===== src/rtl/pixel_word_packer_if.sv =====
// pixel_word_packer_if: FIFO read side and DDR write port of the packer.
// master = packer (pops FIFO, issues writes); slave = FIFO/memory side.
interface pixel_word_packer_if #(
  parameter int ADDR_W = 24
);
  logic [23:0]       fifo_dout;
  logic              fifo_empty;
  logic              fifo_valid;
  logic              fifo_rd_en;
  logic [127:0]      wr_data;
  logic [ADDR_W-1:0] wr_addr;
  logic              wr_req;
  logic              wr_ack;

  modport master (
    input  fifo_dout, fifo_empty, fifo_valid, wr_ack,
    output fifo_rd_en, wr_data, wr_addr, wr_req
  );

  modport slave (
    output fifo_dout, fifo_empty, fifo_valid, wr_ack,
    input  fifo_rd_en, wr_data, wr_addr, wr_req
  );
endinterface


===== src/rtl/pixel_word_packer.sv =====
// pixel_word_packer: pops 24-bit pixels, packs 5 per 128-bit DDR word,
// writes words at sequential addresses, flags end_of_write after NUM_FRAMES.
// Ports: clk, reset (async high), bus (pixel_word_packer_if.master:
//   fifo_dout/empty/valid/rd_en, wr_data/addr/req/ack),
//   end_of_write (sticky), frame_idx (frame being written).
// Macro PACK_PIXEL_TAG_EN: wr_data[127:120] = pixel count of the word.
module pixel_word_packer #(
  parameter int PIXELS_PER_FRAME = 786432,
  parameter int NUM_FRAMES       = 1,
  parameter int ADDR_W           = 24,
  parameter int ADDR_STEP        = 8
) (
  input  logic                       clk,
  input  logic                       reset,
  pixel_word_packer_if.master        bus,
  output logic                       end_of_write,
  output logic [7:0]                 frame_idx
);

  localparam int PW = $clog2(PIXELS_PER_FRAME + 1);
  localparam logic [PW-1:0] LAST_PIX = PW'(PIXELS_PER_FRAME - 1);
  localparam logic [PW-1:0] FRM_PIX  = PW'(PIXELS_PER_FRAME);

  typedef enum logic [1:0] {FILL, WRITE, DONE} state_t;

  state_t            state_q;
  logic              rd_pend_q;
  logic [2:0]        slot_q;
  logic [119:0]      data_q;
  logic [PW-1:0]     pix_q;
  logic [7:0]        frame_q;
  logic [ADDR_W-1:0] addr_q;
  logic              req_q;
  logic              eow_q;

  logic              cap;
  logic              ack;
  logic              last_pix;
  logic              frame_end;
  logic [7:0]        nxt_frame;

  // Single outstanding read: a new pop only once the last one returned.
  assign bus.fifo_rd_en = !reset && (state_q == FILL) &&
                          !bus.fifo_empty && !rd_pend_q;

  assign cap       = (state_q == FILL) && rd_pend_q && bus.fifo_valid;
  assign ack       = (state_q == WRITE) && req_q && bus.wr_ack;
  assign last_pix  = (pix_q == LAST_PIX);
  // pix_q reaches the frame size once the frame's last pixel is captured
  assign frame_end = (pix_q == FRM_PIX);
  assign nxt_frame = frame_q + 8'd1;

  always_ff @(posedge clk or posedge reset) begin
    if (reset) begin
      state_q   <= FILL;
      rd_pend_q <= 1'b0;
      slot_q    <= '0;
      data_q    <= '0;
      pix_q     <= '0;
      frame_q   <= '0;
      addr_q    <= '0;
      req_q     <= 1'b0;
      eow_q     <= 1'b0;
    end else begin
      unique case (state_q)
        FILL: begin
          if (bus.fifo_rd_en) rd_pend_q <= 1'b1;
          if (cap) begin
            rd_pend_q <= 1'b0;
            // slots are zero here, so OR-in places the pixel in slot_q
            data_q <= data_q |
                      ({bus.fifo_dout, 96'b0} >> (24 * slot_q));
            slot_q <= slot_q + 3'd1;
            pix_q  <= pix_q + PW'(1);
            if (slot_q == 3'd4 || last_pix) begin
              state_q <= WRITE;
              req_q   <= 1'b1;
            end
          end
        end
        WRITE: begin
          if (ack) begin
            req_q   <= 1'b0;
            addr_q  <= addr_q + ADDR_W'(ADDR_STEP);
            slot_q  <= '0;
            data_q  <= '0;
            state_q <= FILL;
            if (frame_end) begin
              pix_q   <= '0;
              frame_q <= nxt_frame;
              if (32'(nxt_frame) == NUM_FRAMES) begin
                state_q <= DONE;
                eow_q   <= 1'b1;
              end
            end
          end
        end
        DONE:    state_q <= DONE;
        default: state_q <= FILL;
      endcase
    end
  end

`ifdef PACK_PIXEL_TAG_EN
  // slot_q holds the word's pixel count while the word is presented
  assign bus.wr_data = {5'b0, slot_q, data_q};
`else
  assign bus.wr_data = {8'h00, data_q};
`endif
  assign bus.wr_addr   = addr_q;
  assign bus.wr_req    = req_q;
  assign end_of_write  = eow_q;
  assign frame_idx     = frame_q;

endmodule

===== src/flat_wrapper.sv =====
// flat-port wrapper written by rule: the top's interface ports become plain ports
module pixel_word_packer_flat 
#(
  parameter int PIXELS_PER_FRAME = 786432,
  parameter int NUM_FRAMES       = 1,
  parameter int ADDR_W           = 24,
  parameter int ADDR_STEP        = 8
)
  (clk, reset, end_of_write, frame_idx, bus_fifo_dout, bus_fifo_empty, bus_fifo_valid, bus_wr_ack, bus_fifo_rd_en, bus_wr_data, bus_wr_addr, bus_wr_req);
  pixel_word_packer_if #(.ADDR_W(ADDR_W)) bus_i ();
  input  logic clk;
  input  logic reset;
  output logic end_of_write;
  output logic [7:0] frame_idx;
  input wire logic [$bits(bus_i.fifo_dout)-1:0] bus_fifo_dout;
  input wire logic [$bits(bus_i.fifo_empty)-1:0] bus_fifo_empty;
  input wire logic [$bits(bus_i.fifo_valid)-1:0] bus_fifo_valid;
  input wire logic [$bits(bus_i.wr_ack)-1:0] bus_wr_ack;
  output wire logic [$bits(bus_i.fifo_rd_en)-1:0] bus_fifo_rd_en;
  output wire logic [$bits(bus_i.wr_data)-1:0] bus_wr_data;
  output wire logic [$bits(bus_i.wr_addr)-1:0] bus_wr_addr;
  output wire logic [$bits(bus_i.wr_req)-1:0] bus_wr_req;
  assign bus_i.fifo_dout = bus_fifo_dout;
  assign bus_i.fifo_empty = bus_fifo_empty;
  assign bus_i.fifo_valid = bus_fifo_valid;
  assign bus_i.wr_ack = bus_wr_ack;
  assign bus_fifo_rd_en = bus_i.fifo_rd_en;
  assign bus_wr_data = bus_i.wr_data;
  assign bus_wr_addr = bus_i.wr_addr;
  assign bus_wr_req = bus_i.wr_req;
  pixel_word_packer #(.PIXELS_PER_FRAME(PIXELS_PER_FRAME), .NUM_FRAMES(NUM_FRAMES), .ADDR_W(ADDR_W), .ADDR_STEP(ADDR_STEP)) u_core (.clk(clk), .reset(reset), .bus(bus_i), .end_of_write(end_of_write), .frame_idx(frame_idx));
endmodule

===== config.mk =====
export PLATFORM = sky130hd
export DESIGN_NAME = pixel_word_packer_flat
export DESIGN_NICKNAME = d
export VERILOG_FILES = /design/src/rtl/pixel_word_packer_if.sv /design/src/rtl/pixel_word_packer.sv /design/src/flat_wrapper.sv
export SDC_FILE = /design/constraint.sdc
export NUM_CORES = 1
export LEC_CHECK = 0
export ABC_CLOCK_PERIOD_IN_PS = 7200
export CORE_UTILIZATION = 50
export CTS_CLUSTER_DIAMETER = 200
export DETAILED_ROUTE_END_ITERATION = 12
export GPL_TIMING_DRIVEN = 1
export HOLD_SLACK_MARGIN = 0.06
export PLACE_DENSITY_LB_ADDON = 0.08
export SYNTH_ARGS = -nofsm -noshare
export SYNTH_HDL_FRONTEND = slang
export SYNTH_SLANG_ARGS = --single-unit

===== constraint.sdc =====
create_clock -name clk -period 7.2 [get_ports clk]
set_input_delay 1.44 -clock clk [delete_from_list [all_inputs] [get_ports clk]]
set_output_delay 1.44 -clock clk [all_outputs]
set_load 0.02 [all_outputs]

# After elaboration in Yosys (flattened, before gate mapping)
# Index checks and enable logic that the tools add are counted.
[classes]
n_addsub = 4
multipliers = 1
n_eq_ne = 10
shifts = 1
muxes = 22
bitwise_logic = 1
reduce_logical = 22
[ops]
columns = ["cell", "count"]
rows = [
  ["two-way mux 120 bit", 2],
  ["case mux 120 bit (2 select lines)", 1],
  ["OR 120 bit", 1],
  ["right shift 120 x 8 -> 120 bit", 1],
  ["two-way mux 20 bit", 3],
  ["== test 20 bit, second input constant", 2],
  ["case mux 20 bit (2 select lines)", 1],
  ["adder 24 x 4 -> 24 bit, second input constant", 1],
  ["adder 20 x 1 -> 20 bit, second input constant", 1],
  ["AND reduction 4 bit", 3],
  ["two-way mux 2 bit", 5],
  ["AND reduction 3 bit", 3],
  ["adder 8 x 1 -> 8 bit, second input constant", 1],
  ["== test 8 x 1 -> 1 bit, second input constant", 1],
  ["logical AND 1 bit", 7],
  ["two-way mux 3 bit", 2],
  ["!= test 2 x 1 -> 1 bit, second input constant", 3],
  ["case mux 2 bit (3 select lines)", 1],
  ["case mux 3 bit (2 select lines)", 1],
  ["multiplier 2 x 3 -> 5 bit, first input constant", 1],
  ["two-way mux 1 bit", 5],
  ["AND reduction 2 bit", 2],
  ["nonzero test 2 bit", 2],
  ["adder 3 x 1 -> 3 bit, second input constant", 1],
  ["8 further kinds", 10],
]
[word_totals]
ff_bits = 180
inputBits = 29
out_inout_bits = 163
elab_cells = 70

# Longest topological paths before layout
[logic_depth]
ltp_word = 6
mapped_depth = 12
depth_no_buf = 7

# Worst setup path before layout
# OpenSTA, ideal clock, no wires.
[synth_timing]
path_kind = "in2out"
start = "input port reset"
end = "output port bus_fifo_rd_en"
arrival_ns = 2.292
required_ns = 5.760
slack_ns = 3.468
path_stages = 1
n_path_buf = 0
cell_sequence = "nor4b_1"
[synth_between]
elab_chain_len = 4
[synth_lines]
columns = ["element", "line", "text"]
rows = [
  ["start: declaration", "flat_wrapper.sv:12", "input logic reset;"],
  ["zero test 1 bit (no source line)", "-", ""],
  ["logical AND 1 bit (2 in series)", "pixel_word_packer.sv:43", "assign bus.fifo_rd_en = !reset && (state_q == FILL) &&"],
  ["logical AND 1 bit", "pixel_word_packer.sv:44", "!bus.fifo_empty && !rd_pend_q;"],
  ["end: declaration", "flat_wrapper.sv:19", "output wire logic [$bits(bus_i.fifo_rd_en)-1:0] bus_fifo_rd_en;"],
]
# No other way between the ends.

# Worst setup path in the final report
[layout_timing]
start = "register u_core.slot_q[0]"
end = "register u_core.data_q[96]"
[layout_between]
elab_chain_len = 5
[layout_lines]
columns = ["element", "line", "text"]
rows = [
  ["start: declaration", "pixel_word_packer.sv:28", "logic [2:0] slot_q;"],
  ["start signal: assignment", "pixel_word_packer.sv:73", "slot_q <= slot_q + 3'd1;"],
  ["multiplier 2 x 3 -> 5 bit", "pixel_word_packer.sv:72", "({bus.fifo_dout, 96'b0} >> (24 * slot_q));"],
  ["right shift 120 x 8 -> 120 bit", "pixel_word_packer.sv:72", ""],
  ["OR 120 bit", "pixel_word_packer.sv:71", "data_q <= data_q |"],
  ["two-way mux 120 bit", "pixel_word_packer.sv:68", "if (cap) begin"],
  ["case mux 120 bit (2 select lines)", "pixel_word_packer.sv:65", "unique case (state_q)"],
  ["end signal: assignment", "pixel_word_packer.sv:71", ""],
  ["end: declaration", "pixel_word_packer.sv:29", "logic [119:0] data_q;"],
]
# No other way between the ends. The select of a mux whose other input is x is not followed.
# A chain may end at the register's enable or synchronous reset.

==> results.ini <==
[drt]
drtIter0Drc = 665
totalWireLength_um = 22570
postRouteAntennaNets = 0
drtPass1Iterations = 5
wl_per_cell_um = 18.95
vias = 6736
avgViaCountPerCell = 5.656
drc_errors = 0

[pwr]
swShare_pct = 22.22
p_switching_w = 0.0004460
seq_power_share_pct = 49.5
intPower_w = 0.001561
p_per_area_nw_per_um2 = 189.4
peakVddDrop_mv = 0.1563
p_leak_nw = 4.861
clkPwrFrac_pct = 46.8
comb_power_share_pct = 3.7

[timing]
post-route-period-util_pct = 63.25
max_freq_mhz = 219.6
fin_ws_ns = 2.646
slew_viol_final = 0
max_slew_margin_pct = 14.01
skew_ns = 0.006256
finalSetupViolCount = 0
final_hold_viol_count = 0
hold-worst-slack_ns = 0.4784
period_needed_ns = 4.554
worstMarginPinSlew_ns = 1.287
grt_setup_unrepaired = no
finalSetupTns_ns = 0

[worst_setup_path]
crit_path_start_kind = register
worstRegToRegCells = 7
crit_fanout = 31
endpoint_kind = register
arrival_ns = 4.90
path_class = register to register
cp_data_required_time_ns = 7.55

[clock_network]
cts_buffer_depth = 2
cts_inserted_buffers = 17
clock_sinks = 177
cts_tree = built
cts_setup_buffers = 0
insertion_delay_ns = 0.43
htree_num_levels = 4
ctsResizeCount = 0
clk_pin_slew_ns = 0.07
cts_hold_buf = 0
cts-root-buf = clkbuf_16

[placement]
place_area_um2 = 10010
dp_cells = 1159
gp_routability_congestion = 0.9213
place_ws_ns = 2.671
port_buffers = 180
post-dp-hpwl_um = 15580

[grt]
grt-ovfl-total = 0
use_met3_pct = 6.235
grtUsageMet2_pct = 45.23
gr-max-usage-layer = met2
antenna_found_initial = 0
grt_start_max_net_pins = 124
globalRouteTotalUtil_pct = 27.53
grt_pass1_vias = 6506
met1_usage_pct = 36.24
grt_pass1_wl_um = 34860

[synthesis]
yosysSeqAreaShare_pct = 54.34
synth_top_cell_area_share_pct = 54.34
synthArstFlopShare_pct = 100.0
syn_area_um2 = 8150
synth_area_leader_cell = dfrtp_1
yosys_warnings = 0
synth.most_common_cell = dfrtp_1
synth.area.top_cells = dfrtp_1, a21oi_1, nor2_1
ys_ff_latch = 177
syn_inst = 805
syn-mean-instance-area_um2 = 10.12
synthFlopType = dfrtp_1
synth_cell_types = 59
synth_common_cells = dfrtp_1, nor2_1, a21oi_1
synth_edf_count = 0

[hold_path]
holdCritPathClass = register to register
holdPathStages = 1

[final_layout]
layout-drive-gt1-share_pct = 6.462
fin_cells = 1191
layout.nets = 1000
syn2layout_area_growth_pct = 30.06
antenna_cells = 0
finalInstanceArea_um2 = 10600
nFillCells = 1265

[die]
fp.dieH_um = 129.7
core_um2 = 15890
initial_core_util_pct = 51.31
ios = 192
rows = 46
die_w_um = 129.7
dieArea_um2 = 16820

[outcome]
status = completed

[job]
maxCapViolCount = 0

[cells by family (layout without fill, tap and decap cells)]
group	Yosys count	count (layout)	share of synthesized area, %
simple gates	282	282	17.41
compound gates	199	199	14.37
flops	177	177	54.34
buf+inv	66	226	4.053
xor+xnor	43	43	4.713
mux	28	28	3.592
fa+ha+maj	9	9	1.474
other cells	1	11	0.04601
[stage by stage]
step / power, W / utilization [%]
floorplan: 0.001050 / -
global placement: 0.001086 / 62.99
detailed placement: 0.001087 / 62.99
CTS: 0.002016 / 66.73
global route: 0.002063 / 66.73
finish: 0.002007 / 66.73
[power groups by stage]
stage | registers (W) | logic, W | clock network, W
2_1_floorplan | 0.00101 | 0.0000370 | 0
3_3_place_gp | 0.00101 | 0.0000727 | 0
3_5_place_dp | 0.00101 | 0.0000740 | 0
4_1_cts | 0.000994 | 0.0000744 | 0.000947
5_1_grt | 0.000994 | 0.0000807 | 0.000989
6_report | 0.000994 | 0.0000746 | 0.000939
[path summary, 6_finish.rpt]
check	startpoint	to	slack, ns
max	u_core.slot_q[0]	u_core.data_q[96]	2.65
min	u_core.bus.wr_addr[23]	u_core.bus.wr_addr[23]	0.48
max reg2reg	u_core.slot_q[0]	u_core.data_q[96]	2.65
min reg2reg	u_core.bus.wr_addr[23]	u_core.bus.wr_addr[23]	0.48
min in group asynchronous	reset	u_core.bus.wr_addr[6]	1.63
max in group asynchronous	reset	u_core.data_q[53]	4.14
[critical path, cell delays in order (launching register included)]
cell,delay (ns)
dfrtp_1,1.02
inv_1,0.59
ha_1,1.17
nor2b_1,0.88
nand2_1,0.11
o21ai_0,0.37
a21oi_1,0.16
nor2_1,0.15
[placed cells by master, fill, tap and decap left out, types with 9 or more instances in the layout]
cell	synthesis	final
clkdlybuf4s50_1	0	180
dfrtp_1	177	177
nor2_1	125	125
a21oi_1	120	120
nand2_1	55	55
xnor2_1	31	31
nand3_1	24	24
o21ai_0	22	22
mux2i_1	18	18
clkbuf_16	0	17
o2bb2ai_1	16	16
nand4_1	12	12
xor2_1	11	11
a21o_1	11	11
conb_1	1	11
inv_1	10	9
nand2b_1	9	9
mux2_2	9	9
[layer usage]
layer  up-vias  routed length (um)
met4         0                 517
li1       3084                   -
met5         -                   0
met3        38                1612
met1      3333                9518
met2       281               10920
[flip-flops by register name (all words and copies together) (netlist names)]
signal	count
u_core.data_q	120
u_core.bus.wr_addr	21
u_core.pix_q	20
u_core.frame_idx	8
u_core.slot_q	3
u_core.state_q	2
u_core.bus.wr_req	1
u_core.end_of_write	1
u_core.rd_pend_q	1
[cell type report]
class / count / area, um2 / area share (%)
clock inverters: 13 / 161.4 / 1.523
flip-flops and latches: 177 / 4429 / 41.78
well taps: 216 / 270.3 / 2.550
inverters: 10 / 42.54 / 0.4013
multi-input cells: 572 / 3432 / 32.38
clock buffers: 19 / 432.9 / 4.084
repair buffers: 184 / 1832 / 17.28
(Power assumes the default switching activity.)
